===== config.mk =====
export PLATFORM = sky130hd
export DESIGN_NAME = wb_uart_tx
export DESIGN_NICKNAME = d
export VERILOG_FILES = /design/src/rtl/wb_uart_tx.sv
export SDC_FILE = /design/constraint.sdc
export NUM_CORES = 1
export LEC_CHECK = 0
export CAP_MARGIN = 30
export CORE_UTILIZATION = 32
export CTS_CLUSTER_SIZE = 12
export DETAILED_ROUTE_END_ITERATION = 7
export PLACE_DENSITY = 0.59
export SYNTH_ARGS = -nofsm -noshare
export SYNTH_HDL_FRONTEND = slang
export SYNTH_SLANG_ARGS = --single-unit

===== constraint.sdc =====
create_clock -name i_clk -period 3.84 [get_ports i_clk]
set_input_delay 0.576 -clock i_clk [delete_from_list [all_inputs] [get_ports i_clk]]
set_output_delay 0.576 -clock i_clk [all_outputs]
set_load 0.03 [all_outputs]

===== src/rtl/wb_uart_tx.sv =====
// wb_uart_tx: Wishbone pipelined responder that queues bytes in a TX FIFO and sends them as UART
// frames on o_tx. Define UART_TX_PARITY_EN to add an even-parity bit between data and stop.
module wb_uart_tx #(
    parameter int unsigned FIFO_DEPTH  = 8,
    parameter int unsigned DEFAULT_DIV = 15
) (
    input  logic        i_clk,
    input  logic        i_reset,
    input  logic        i_wb_stb,
    input  logic        i_wb_we,
    input  logic [31:0] i_wb_addr,
    input  logic [31:0] i_wb_data,
    input  logic [2:0]  i_wb_sel,
    output logic [31:0] o_wb_data,
    output logic        o_wb_ack,
    output logic        o_wb_stall,
    output logic        o_tx
);
    localparam int unsigned PtrW = $clog2(FIFO_DEPTH);
    localparam int unsigned CntW = PtrW + 1;

`ifdef UART_TX_PARITY_EN
    localparam logic ParityEn = 1'b1;
    typedef enum logic [2:0] {StIdle, StStart, StData, StParity, StStop} state_e;
`else
    localparam logic ParityEn = 1'b0;
    typedef enum logic [2:0] {StIdle, StStart, StData, StStop} state_e;
`endif

    state_e          state_q, state_d;
    logic [15:0]     baud_q, baud_d;
    logic [2:0]      bit_q, bit_d;
    logic [7:0]      byte_q, byte_d;
    logic [15:0]     cur_div_q, cur_div_d;
    logic [15:0]     div_q, div_d;
    logic [PtrW-1:0] wr_ptr_q, wr_ptr_d, rd_ptr_q, rd_ptr_d;
    logic [CntW-1:0] count_q, count_d;
    logic            ack_q, ack_d;
    logic [31:0]     rdata_q, rdata_d;
    logic [7:0]      fifo_mem [FIFO_DEPTH];

    logic fifo_full, fifo_empty, accept, push, pop, load, bit_end;
    logic unused_bits;

    assign unused_bits = ^{i_wb_sel, i_wb_addr[31:4], i_wb_addr[1:0], i_wb_data[31:16]};

    assign fifo_full  = (count_q == CntW'(FIFO_DEPTH));
    assign fifo_empty = (count_q == '0);
    assign o_wb_stall = i_wb_stb & i_wb_we & (i_wb_addr[3:2] == 2'd0) & fifo_full;
    assign accept     = i_wb_stb & ~o_wb_stall;
    assign push       = accept & i_wb_we & (i_wb_addr[3:2] == 2'd0);
    assign bit_end    = (baud_q == cur_div_q);
    assign o_wb_ack   = ack_q;
    assign o_wb_data  = rdata_q;

    // Register access; STATUS samples pre-update FIFO/FSM state.
    always_comb begin
        ack_d   = accept;
        rdata_d = '0;
        div_d   = div_q;
        if (accept) begin
            case (i_wb_addr[3:2])
                2'd1: if (!i_wb_we) rdata_d = {16'd0, 8'(count_q), 4'd0, ParityEn,
                                               state_q != StIdle, fifo_empty, fifo_full};
                2'd2: if (i_wb_we) div_d = i_wb_data[15:0];
                      else rdata_d = {16'd0, div_q};
                default: ;
            endcase
        end
    end

    always_comb begin
        state_d   = state_q;
        baud_d    = baud_q;
        bit_d     = bit_q;
        byte_d    = byte_q;
        cur_div_d = cur_div_q;
        load      = 1'b0;
        case (state_q)
            StIdle:  load = !fifo_empty;
            StStart: begin
                if (bit_end) begin
                    baud_d  = '0;
                    bit_d   = '0;
                    state_d = StData;
                end else baud_d = baud_q + 16'd1;
            end
            StData: begin
                if (bit_end) begin
                    baud_d = '0;
                    if (bit_q == 3'd7) begin
`ifdef UART_TX_PARITY_EN
                        state_d = StParity;
`else
                        state_d = StStop;
`endif
                    end else bit_d = bit_q + 3'd1;
                end else baud_d = baud_q + 16'd1;
            end
`ifdef UART_TX_PARITY_EN
            StParity: begin
                if (bit_end) begin
                    baud_d  = '0;
                    state_d = StStop;
                end else baud_d = baud_q + 16'd1;
            end
`endif
            StStop: begin
                if (bit_end) begin
                    baud_d  = '0;
                    state_d = StIdle;
                    load    = !fifo_empty;
                end else baud_d = baud_q + 16'd1;
            end
            default: state_d = StIdle;
        endcase
        // Frame start: pop a byte and freeze the divisor for the whole frame.
        pop = load;
        if (load) begin
            byte_d    = fifo_mem[rd_ptr_q];
            cur_div_d = div_q;
            baud_d    = '0;
            state_d   = StStart;
        end
    end

    always_comb begin
        wr_ptr_d = push ? wr_ptr_q + 1'b1 : wr_ptr_q;
        rd_ptr_d = pop ? rd_ptr_q + 1'b1 : rd_ptr_q;
        count_d  = count_q;
        if (push && !pop) count_d = count_q + 1'b1;
        else if (!push && pop) count_d = count_q - 1'b1;
    end

    always_comb begin
        case (state_q)
            StStart:  o_tx = 1'b0;
            StData:   o_tx = byte_q[bit_q];
`ifdef UART_TX_PARITY_EN
            StParity: o_tx = ^byte_q;
`endif
            default:  o_tx = 1'b1;
        endcase
    end

    always_ff @(posedge i_clk) begin
        if (i_reset) begin
            state_q   <= StIdle;
            baud_q    <= '0;
            bit_q     <= '0;
            byte_q    <= '0;
            cur_div_q <= 16'(DEFAULT_DIV);
            div_q     <= 16'(DEFAULT_DIV);
            wr_ptr_q  <= '0;
            rd_ptr_q  <= '0;
            count_q   <= '0;
            ack_q     <= 1'b0;
            rdata_q   <= '0;
        end else begin
            state_q   <= state_d;
            baud_q    <= baud_d;
            bit_q     <= bit_d;
            byte_q    <= byte_d;
            cur_div_q <= cur_div_d;
            div_q     <= div_d;
            wr_ptr_q  <= wr_ptr_d;
            rd_ptr_q  <= rd_ptr_d;
            count_q   <= count_d;
            ack_q     <= ack_d;
            rdata_q   <= rdata_d;
        end
    end

    always_ff @(posedge i_clk) begin
        if (push) fifo_mem[wr_ptr_q] <= i_wb_data[7:0];
    end
endmodule


Word level (Yosys, flattened, before mapping)
Memory sizes are Yosys's and may differ from the RTL's. A register that Yosys moved wholly into a read port is not among the register bits.
Index checks and enable logic that the tools add are counted.
- memory bits (read-only): 0
- word-level logic and storage cells: 86
- register bits after elaboration: 97
- RAM bits: 64
- bits in latches: 0
- output and inout port bits: 35
- memories: 1
- memories (name ; words ; width ; rd ports ; clocked after Yosys merged registers in ; wr ports ; line ; text):
    fifo_mem ; 8 ; 8 ; 1 ; 1 ; 1 ; 40 ; logic [7:0] fifo_mem [FIFO_DEPTH];
- equal/unequal tests: 18
- add/sub/neg operators: 6
- reduce and logical (&&, ||, !) cells: 18
- magnitude comparators: 1
- multipliers: 0
- divide/modulo/power cells: 0
- bitwise gates (word level): 9
- shifts and indexed selects: 0
- mux-type cells: 22
- operators by type and width (cell ; count):
    $mux 16 ; 2
    $pmux 16 s2 ; 1
    $mux 3 ; 6
    $add 16x1->16 const B ; 1
    $eq 16x16->1 ; 1
    $mux 12 ; 1
    $ne 2x2->1 const B ; 6
    $ne 3x3->1 const B ; 4
    $pmux 3 s4 ; 1
    $reduce_and 5->1 ; 2
    $add 3x1->3 const B ; 3
    $mux 4 ; 2
    $and 1x1->1 ; 6
    $eq 3x2->1 const B ; 2
    $pmux 3 s2 ; 1
    $mux 1 ; 5
    $add 4x1->4 const B ; 1
    $eq 4x4->1 const B ; 1
    $logic_not 4->1 ; 1
    $lt 3x4->1 const B ; 1
    $pmux 1 s2 ; 2
    $reduce_and 4->1 ; 1
    $reduce_bool 2->1 ; 2
    $reduce_or 2->1 ; 2
    14 further kinds ; 19

Depth between registers and ports, before layout
- depth in word-level cells: 11
- mapped depth: 15
- depth with buffers taken out: 14

Least setup slack after synthesis
Ideal clock, no wire load.
- path type: register to register
- start: reg state_q[0]
- end: reg count_q[3]
- data required time: 3769 ps
- data arrival time: 2881 ps
- path buffers: 1
- slack: 888 ps
- cell stages (with the launch flop): 16
- clock period less this slack: 2952 ps
- setup time: 71 ps
- path through: dfxtp_1 > inv_1 > ha_1 > nor2_1 > nand2_1 > o21ai_2 > inv_2 > buf_6 > ha_1 > inv_1 > ha_1 > a21o_1 > a21oi_1 > xnor2_1 > or3_1 > a21oi_1
- word-level cells in the longest chain between the ends: 5
- elaborated cells between the ends (all ways): 8
- RTL lines (item ; line ; text):
    start: declaration ; 30 ; state_e state_q, state_d;
    start signal: assignment ; 148 ; state_q <= StIdle;
    start signal: assignment ; 160 ; state_q <= state_d;
    $eq 3x2->1 or $logic_not 3->1 (tied branches) ; 79 ; case (state_q)
    $pmux 1 s2 * ; 79 ;
    $logic_not 1->1 ; 131 ; if (push && !pop) count_d = count_q + 1'b1;
    $logic_and 1x1->1 ; 131 ;
    $mux 4 or $reduce_bool 2->1 (tied branches) ; n/a ;
    end signal: assignment ; 168 ; count_q <= count_d;
    end: declaration ; 37 ; logic [CntW-1:0] count_q, count_d;
Every way passes the cells marked *; elsewhere a longest branch is shown, timed or not.
A chain may end at the register's enable or synchronous reset.

Worst setup path after layout
- start: reg baud_q[10]
- end: reg count_q[3]
- word-level cells in the longest chain between the ends: 6
- elaborated cells between the ends (all ways): 8
- RTL lines (item ; line ; text):
    start: declaration ; 31 ; logic [15:0] baud_q, baud_d;
    start signal: assignment ; 161 ; baud_q <= baud_d;
    $eq 16x16->1 * ; 52 ; assign bit_end = (baud_q == cur_div_q);
    $mux 1 * ; 109 ; if (bit_end) begin
    $pmux 1 s2 * ; 79 ;
    $logic_not 1->1 ; 131 ;
    $logic_and 1x1->1 ; 131 ;
    $mux 4 or $reduce_bool 2->1 (tied branches) ; n/a ;
Marked as above.

==> impl_results.md <==
- Least-Margin Pin Slew: 965 ps
- Placed insts: 843
- Post-synth top cells: dfxtp_1, edfxtp_1, nor2_1
- Max-slew headroom: 0.352
- Die Y: roughly 150 um
- Max-slew violation count: 0
- Vias in the first global route: 4160
- Synth area leaders: edfxtp_1, dfxtp_1, mux4_2
- Initial Util: 0.326
- Cell Pwr Density: 568 nW/um^2
- Antenna violations before repair: 0
- Flop pwr share: 0.422
- Post-synth EDFFs: 64
- F_max: 326 MHz
- Pre-antenna DRT Iters: 4
- CTS resizes: 0
- Fillers: 1889
- Synth area leader: edfxtp_1
- Area after DPL: 7280 um^2
- TNS Setup: 0 ps
- Comb power frac: 0.220
- Lkg Pwr: roughly 2.8 nW
- Status: complete, no violations
- Count of cell types in the netlist: 51
- Final nets: 680
- Slowest stage cell, crit path: nor4_1
- Hold Fails Final Rpt: 0
- Worst r2r src: baud_q[10]$_SDFFE_PP0P_
- WP data required: 4190 ps
- DRC Markers: 0
- FF+latch area: 3680 um^2
- Die footprint: 21200 um^2
- Boundary Pins: between 100 and 150
- Crit path from: baud_q[10]$_SDFFE_PP0P_
- Peak supply drop: 0.000348 V
- Worst hold margin: roughly 480 ps
- Row cnt: 52
- Max H-tree Level: 4
- Critical path type: reg -> reg
- RSZ-0062 raised after global routing: false
- Worst skew pair latency: 420 ps
- Synth async-reset ratio: 0
- Post-CTS setup buffers: 0
- CP Max Fanout: 11
- Clock power frac: 0.357
- Critical path's largest stage delay: 410 ps
- CTS tree: done
- CP arrival: 3410 ps
- Design Area, Final: 7850 um^2
- CP Launch Type: flip-flop
- MaxCap Viol Count: 0
- Synth Flop Type: dfxtp_1
- Yosys warns: 0
- Hold Buf Count CTS: 0
- Total Wirelength: approximately 14000 um
- Floorplan Core Area: 20200 um^2
- First-pass GRT wire length: 22000 um
- HP Class: reg -> reg
- Die width: around 150 um
- Vias: 4181
- Largest net degree at the start of global routing: 67
- Netlist Area Pre-Place: between 6000 and 7000 um^2
- Syn Area/Cell: 12.1 um^2
- Post-route minimum period: 3070 ps
- Post-Layout Cell Count: 875
- Reg-to-Reg End: count_q[3]$_SDFFE_PP0P_
- IO buf count: 40
- Vias/cell: between 4 and 5
- Gr usage total: 0.135
- Reg clk slew, reported paths: 60 ps
- CTS buffer count: 17
- Number of antenna-violating nets in the routed design: 0
- Clock skew: 8.05 ps
- Reg2reg setup slack: 770 ps
- Share of cells above drive strength 1: 0.127
- Post-synth top area share: 0.291
- FF-to-FF path depth: 14
- Sw Ratio: 0.299
- Post-synthesis sequential area ratio: 0.558
- Psw: 0.00133 W
- Pint: 0.00313 W
- CP cell instances: xor2_1 -> nor4_1 -> nand4_1 -> buf_4 -> o21ai_2 -> inv_2 -> ha_1 -> inv_1 -> ha_1 -> a21o_1 -> a21oi_1 -> xnor2_1 -> or3_1 -> a21oi_1
- Hold EP: cur_div_q[12]$_SDFFE_PP0P_
- WHS Path Cells: 2
- Detailed Place HPWL: between 9000 and 10000 um
- ANT cells: 0
- Seq cells post-synth: 152
- CTS Buffer Depth: 2
- Sink Count: 152
- Starting DRT DRC Count: 305
- Area grow syn2layout: 18.8%
- Most common cell in the netlist: dfxtp_1
- Final setup viols: 0
- Final Util: 0.388
- CTS Root Buffer Type: clkbuf_16
- Hold wc startpoint: div_q[12]$_SDFFE_PP0P_
- Multi-input logic area: 2690 um^2
- Final period utilization: 0.798
- Global route overflow: 0
- Post-DR wirelength/cell: 15.5 um
- Routability Congestion: 0.746
- Syn Inst Count: around 540
- Critical Path End Type: flip-flop
cell families after synthesis:
family | Yosys count | synth area share
AND/OR/NAND/NOR | 172 | 0.137
flip-flops | 152 | 0.558
multiplexers | 60 | 0.126
AO/OA/AOI/OAI | 54 | 0.0570
buffers and inverters | 54 | 0.0434
XOR/XNOR | 34 | 0.0451
adder cells (fa/ha/maj) | 17 | 0.0333
other | 1 | 0.000568
power groups by stage:
| stage | Clock, W | Combinational (W) | Sequential (W) |
|---|---|---|---|
| after global placement | 0 | 0.000959 | 0.00191 |
| after detailed placement | 0 | 0.000985 | 0.00192 |
| after global routing | 0.00170 | 0.00107 | 0.00190 |
| after CTS | 0.00162 | 0.000990 | 0.00189 |
| after floorplan | 0 | 0.000800 | 0.00185 |
| final | 0.00159 | 0.000983 | 0.00188 |
state kept, by name, summed over array words and instances, names as in the netlist:
| name | cells |
|---|---|
| baud_q | 16 |
| bit_q | 3 |
| byte_q | 8 |
| count_q | 4 |
| cur_div_q | 16 |
| div_q | 16 |
| fifo_mem | 64 |
| o_wb_ack | 1 |
| o_wb_data | 16 |
| rd_ptr_q | 3 |
| state_q | 2 |
| wr_ptr_q | 3 |
per-layer routing:
layer | wire length, um | global-route usage
met1 | 6250 | 0.167
met2 | 6750 | 0.226
met3 | 414 | 0.0301
met4 | 193 | 0.0537
met5 | 0 | 0
cells in the final DEF, fill, tap and decap left out, types with 4 or more instances in the layout:
cell type	n
nor3_1	10
nand2b_1	31
nor2b_1	7
nor2_1	58
clkinv_4	6
a21oi_1	9
nand4_1	6
ha_1	16
mux4_2	18
nor3b_1	4
nor4_1	5
clkbuf_16	17
a211oi_1	17
clkdlybuf4s50_1	39
a211o_1	4
o21ai_0	8
conb_1	16
nand3_1	9
mux2i_1	40
buf_4	17
and2_1	8
dfxtp_1	88
edfxtp_1	64
a22oi_1	8
xor2_1	24
xnor2_1	10
inv_1	10
nand2_1	18
stage by stage:
stage | power, W | setup WS, ps
6_report | 0.00446 | 774
5_1_grt | 0.00467 | 548
4_1_cts | 0.00450 | 738
3_5_place_dp | 0.00291 | 361
3_3_place_gp | 0.00287 | 491
2_1_floorplan | 0.00265 | 888
worst max-delay path by stage:
stage | to | slack [ps] | depth (start not counted)
after detailed placement | count_q[3]$_SDFFE_PP0P_ | 360 | 14
after global placement | count_q[3]$_SDFFE_PP0P_ | 490 | 14
after floorplan | count_q[3]$_SDFFE_PP0P_ | 890 | 15
after global routing | count_q[3]$_SDFFE_PP0P_ | 550 | 14
final | count_q[3]$_SDFFE_PP0P_ | 770 | 14
after CTS | count_q[3]$_SDFFE_PP0P_ | 740 | 14
final cells by class:
cell class | count | share of cell area
clock inverters | 15 | 0.0185
flip-flops and latches | 152 | 0.469
well taps | 270 | 0.0430
clock buffers | 17 | 0.0542
repair buffers | 57 | 0.0666
inverters | 11 | 0.00526
multi-input cells | 353 | 0.343
critical path, delay by kind of cell (launching register included):
kind	cells	cell delay [ps]
xor gates and xnor gates	2	260
DFF	1	360
and+or+nand+nor	3	840
buffers and inverters	3	400
AOI/OAI and AO/OA	4	690
adders and majority gates	2	450
(Power assumes the default switching activity.)
==> variant 1 (same settings) <==
Re-encode `state_e` (4 states) as Gray code, 2 bits wide.
--- a/src/rtl/wb_uart_tx.sv
+++ b/src/rtl/wb_uart_tx.sv
@@ -26,3 +26,3 @@
     localparam logic ParityEn = 1'b0;
-    typedef enum logic [2:0] {StIdle, StStart, StData, StStop} state_e;
+    typedef enum logic [1:0] {StIdle = 2'b00, StStart = 2'b01, StData = 2'b11, StStop = 2'b10} state_e;
 `endif
Function: no difference found for any inputs over 4 cycles, from zero or initial values and one cycle with i_reset high; so few cycles prove little.
==> variant 1 against the original RTL <==
Maximum frequency shrank 8.3%; final cell count down 3.4%; setup slack got worse by 280 ps; sequential cell count did not move; sequential power up 2%; via count down 5.5%; die area decreased by 4.7%; critical path type unchanged; wire length fell by 6.5%; synthesized area fell by 4.8%; highest routed layer unchanged; core utilization up 0.95 points; final area fell by 4.0%; total power up 2.7%.
==> variant 1: results (changes against the original RTL) <==
| Metric | Value |
|---|---|
| Unique cell type count in the Yosys netlist | 45 (-12%) |
| Slowest-stage cell, CP | sky130_fd_sc_hd__o41a_1 |
| Worst reg-to-reg path cell count | 13 (-1) |
| Main area contributors after synthesis | sky130_fd_sc_hd__edfxtp_1 31%, sky130_fd_sc_hd__dfxtp_1 28%, sky130_fd_sc_hd__mux4_2 6.4% |
| Cell-internal power | 3210 uW (+2.7%) |
| Largest net degree at the start of global routing | 31 (-54%) |
| Family of cells with the greatest summed delay on the critical path | compound AO/OA/AOI/OAI gates |
| Routed length on met3 | 403 um (-2.7%) |
| Met1 usage in global routing | 0.168 (+0.000878) |
| Met2 routed wirelength | 6250 um (-7.3%) |
| Drt wl/cell | 15.1 um (-3.1%) |
| Worst-path maximum fanout | 9 (-2) |
| Worst-Margin Slew | 832 ps (-133 ps) |
| Initial drt markers | 253 (-17%) |
| Sink of the worst hold path | cur_div_q[14]$_SDFFE_PP0P_ |
| Detail-routed via count per cell | 4.68 (-2.1%) |
| Compound-cell area share of the yosys netlist | 0.0736 (+0.0166) |
| Wire length the detailed router placed on met1 | 5870 um (-6.1%) |
| Worst setup skew after layout | 6.49 ps (-1.56 ps) |
| Parity-gate share of the synthesized area counting xor and xnor cells | 0.0487 (+0.00364) |
| Data arrival time of the critical path | 3700 ps (+290 ps) |
| Post-place instance area | 0.00696 mm^2 (-4.4%) |
| Combinational Power Share | 0.225 (+0.005) |
| GR Layer Usage met2 | 0.231 (+0.00511) |
| Post-synthesis share of cell area spent on full adders, half adders and majority gates | 0.0251 (-0.00828) |
| Multiplexer share of the synthesized area | 0.108 (-0.0184) |
| Run status | finished clean |
| Clock Power Share | 0.355 (-0.002) |
| Part of the Yosys area used for sequential elements | 0.586 (+0.0278) |
## variant 1: cell type report
class                      count  area [um^2]  share of cell area
clock buffer                  19          433              0.0575
timing repair buffer          55          508              0.0674
multi-input combinational    336         2400               0.319
tap                          260          325              0.0432
clock inverter                13          145              0.0193
inverter                      10         37.5             0.00498
sequential                   152         3680               0.489
## variant 1: metrics by stage
stage	hold slack [ps]	utilization	power [uW]	std cells	setup WS (ps)
final	487	0.397	4580	845	496
after global routing	515	0.397	4830	845	156
after CTS	495	0.397	4630	845	479
after detailed placement	486	0.367	3000	813	358
after global placement	477	0.367	2980	813	410
after floorplan	422	-	2740	540	803
## variant 1: cells by family (layout without fill, tap and decap cells)
logic type	Yosys count	in the layout
compound gates	76	76
xor+xnor	35	35
fa+ha+maj	12	12
buf+inv	52	97
flops	152	152
mux	45	45
other cells	1	16
simple gates	152	152
==> variant 2 (same settings) <==
Made on the original files. Set the parameter `FIFO_DEPTH` to 4 (it was 8).
--- a/src/rtl/wb_uart_tx.sv
+++ b/src/rtl/wb_uart_tx.sv
@@ -3,3 +3,3 @@
 module wb_uart_tx #(
-    parameter int unsigned FIFO_DEPTH  = 8,
+    parameter int unsigned FIFO_DEPTH  = 4,
     parameter int unsigned DEFAULT_DIV = 15
Formal check against the unedited RTL: not equivalent (Yosys sat finds a counterexample within 10 cycles, from zero or initial values and one cycle with i_reset high).
==> variant 2 against the original RTL <==
Setup slack better by 140 ps; wire length decreased by 24%; final area fell by 22%; hold slack better by 1.9 ps; synthesized area decreased by 24%; count of clock-buffer cells in the layout grew 1; total power shrank 13%; global-route usage up 0.29 points; final cell count down 14%; first-iteration DRC count down 51%; sequential cell count decreased by 35; maximum frequency is 4.8% higher; highest routed layer unchanged.
==> variant 2: results (changes against the original RTL) <==
| Metric | Value |
|---|---|
| Share of cells above drive strength 1 | 0.0901 (-0.0372) |
| Tot GR Track Use | 0.138 (+0.00293) |
| PostCTS Resize Cnt | 0 (unchanged) |
| Number of standard cells in the final layout excluding fillers | 755 (-14%) |
| Fraction of synthesis flops using an asynchronous set or reset pin | 0 (unchanged) |
| First-pass GRT wire length | 17,300 um (-21%) |
| Clock-pin slew reported for the worst setup and hold paths after clock tree synthesis | 50 ps |
| Worst-Margin Slew | 763 ps (-202 ps) |
| Data arrival time of the critical path | 2350 ps (-1060 ps) |
| Max FFs per register | 32 (-50%) |
| Slowest-stage cell, CP | sky130_fd_sc_hd__clkdlybuf4s50_1 |
| Clock Path Buffers | 2 (unchanged) |
| Final nets | 620 (-8.8%) |
| Family of cells with the greatest summed delay on the critical path | multiplexers |
| Root Buffer | sky130_fd_sc_hd__clkbuf_16 |
| Class of the tightest hold or removal check | reg -> reg |
| Main area contributors after synthesis | sky130_fd_sc_hd__dfxtp_1 34%, sky130_fd_sc_hd__edfxtp_1 19%, sky130_fd_sc_hd__mux4_2 4.5% |
| H-Tree Depth | 4 (unchanged) |
| Cell-internal power | 2710 uW (-13%) |
| Initial drt markers | 148 (-51%) |
| Initial Util | 0.330 (+0.00330) |
| Clk_lat worst skew | 400 ps (-20 ps) |
| Critical path's largest stage delay | 610 ps (+200 ps) |
| Number of cells produced by synthesis | 494 (-9.2%) |
| Max Cap Viol | 0 (unchanged) |
| Yosys top cell by area | sky130_fd_sc_hd__dfxtp_1 |
| Unique cell type count in the Yosys netlist | 41 (-20%) |
| Number of warning messages in the yosys log | 0 (unchanged) |
| Largest net degree at the start of global routing | 45 (-33%) |
| Post-DP HPWL | 7320 um (-23%) |
| Post-CTS Setup Repair Bufs | 0 (unchanged) |
| Number of enable-type register cells in the synthesized netlist | 32 (-50%) |
| Number of antenna violations at the first check in global routing | 0 (unchanged) |
| Part of the Yosys area used for sequential elements | 0.529 (-0.0285) |
| Leakage power | 0.00214 uW (-23%) |
| Register with the most flip-flops | fifo_mem |
| Most instantiated cells after synthesis | 85 x sky130_fd_sc_hd__dfxtp_1, 46 x sky130_fd_sc_hd__nand2_1, 44 x sky130_fd_sc_hd__a21oi_1 |
| Drt wl/cell | 13.7 um (-12%) |
| Vias in the first global route | 3,503 (-16%) |
| GPL Wtd Cong | 0.804 (+7.8%) |
| Startpoint of the most critical setup path | bit_q[0]$_SDFFE_PP0P_ |
| Run status | finished clean |
| Number of diodes added for antenna fixing | 0 (unchanged) |
| Startpoint of the worst hold path | div_q[15]$_SDFFE_PP0P_ |
| First-pass DRT Iterations | 4 (unchanged) |
| Detail-routed via count per cell | 4.75 (-0.52%) |
| # port buffers | 40 (unchanged) |
| Worst setup skew after layout | 7.44 ps (-0.610 ps) |
| Number of instances in the placed design | 723 (-14%) |
| Launch point of the worst reg-to-reg path | baud_q[7]$_SDFFE_PP0P_ |
| Maximum VDD drop | 0.000297 V (-15%) |
| Worst-path maximum fanout | 5 (-6) |
[variant 2: changes by cell type in the layout (fill, tap and decap cells not counted), sizes merged, moves of 23 or more]
cell,delta
a21oi,+36
edfxtp,-32
mux2i,-32
nand2,+28
nand2b,-31
nand3,+28
o21ai,+23
[variant 2: cell type report]
type,count,area (um^2)
Clock buffer,18,429
Clock inverter,13,160
Fill cell,1484,9100
Inverter,11,41.3
Multi-Input combinational cell,339,2150
Sequential cell,117,2660
Tap cell,211,264
Timing Repair Buffer,46,453
[variant 2: worst register-to-register path, stage by stage (launching register included)]
cell and delay [ps]:
sky130_fd_sc_hd__dfxtp_1 440, sky130_fd_sc_hd__xnor2_1 150, sky130_fd_sc_hd__nand4_1 180, sky130_fd_sc_hd__nor4_4 330, sky130_fd_sc_hd__a21o_1 150, sky130_fd_sc_hd__buf_4 270
sky130_fd_sc_hd__nand2_1 170, sky130_fd_sc_hd__ha_1 250, sky130_fd_sc_hd__inv_1 90, sky130_fd_sc_hd__fa_1 190, sky130_fd_sc_hd__xor2_1 80, sky130_fd_sc_hd__or3_1 300
sky130_fd_sc_hd__a21oi_1 150
[variant 2: layer usage]
metal / routed length (um) / track usage
met5: 0 / 0
met4: 158 / 0.0581
met3: 377 / 0.0352
met2: 5310 / 0.235
met1: 4510 / 0.164
[variant 2: cell families (layout without fill, tap and decap cells)]
kind of cell             after synthesis  count (layout)  synth area share
AND/OR/NAND/NOR                      171             171             0.166
flip-flops                           117             117             0.529
AO/OA/AOI/OAI                         89              89            0.0960
buffers and inverters                 53              88            0.0547
XOR/XNOR                              28              28            0.0487
multiplexers                          18              18            0.0607
adder cells (fa/ha/maj)               17              17            0.0438
other                                  1              16          0.000745
[variant 2: power by group through the flow]
stage / Combinational (uW) / Sequential [uW] / Clock, uW
final: 884 / 1460 / 1560
after floorplan: 714 / 1440 / 0
after detailed placement: 861 / 1480 / 0
after global placement: 844 / 1480 / 0
after CTS: 867 / 1460 / 1580
after global routing: 986 / 1470 / 1640
[variant 2: path summary, 6_finish.rpt]
path | to | slack, ps | depth (start not counted)
setup / recovery | o_tx | 920 | 4
setup reg to reg | count_q[2]$_SDFFE_PP0P_ | 1000 | 12
hold reg to reg | div_q[15]$_SDFFE_PP0P_ | 480 | 2
hold / removal | div_q[15]$_SDFFE_PP0P_ | 480 | 2
[variant 2: through the flow]
stage	hold slack (ps)	power, uW	utilization	worst slack (ps)	cell area (um^2)
2_1_floorplan	445	2150	-	1210	5090
3_3_place_gp	462	2320	0.364	939	5560
3_5_place_dp	469	2340	0.364	851	5560
4_1_cts	476	3900	0.403	877	6140
5_1_grt	502	4100	0.404	793	6160
6_report	477	3900	0.404	915	6160
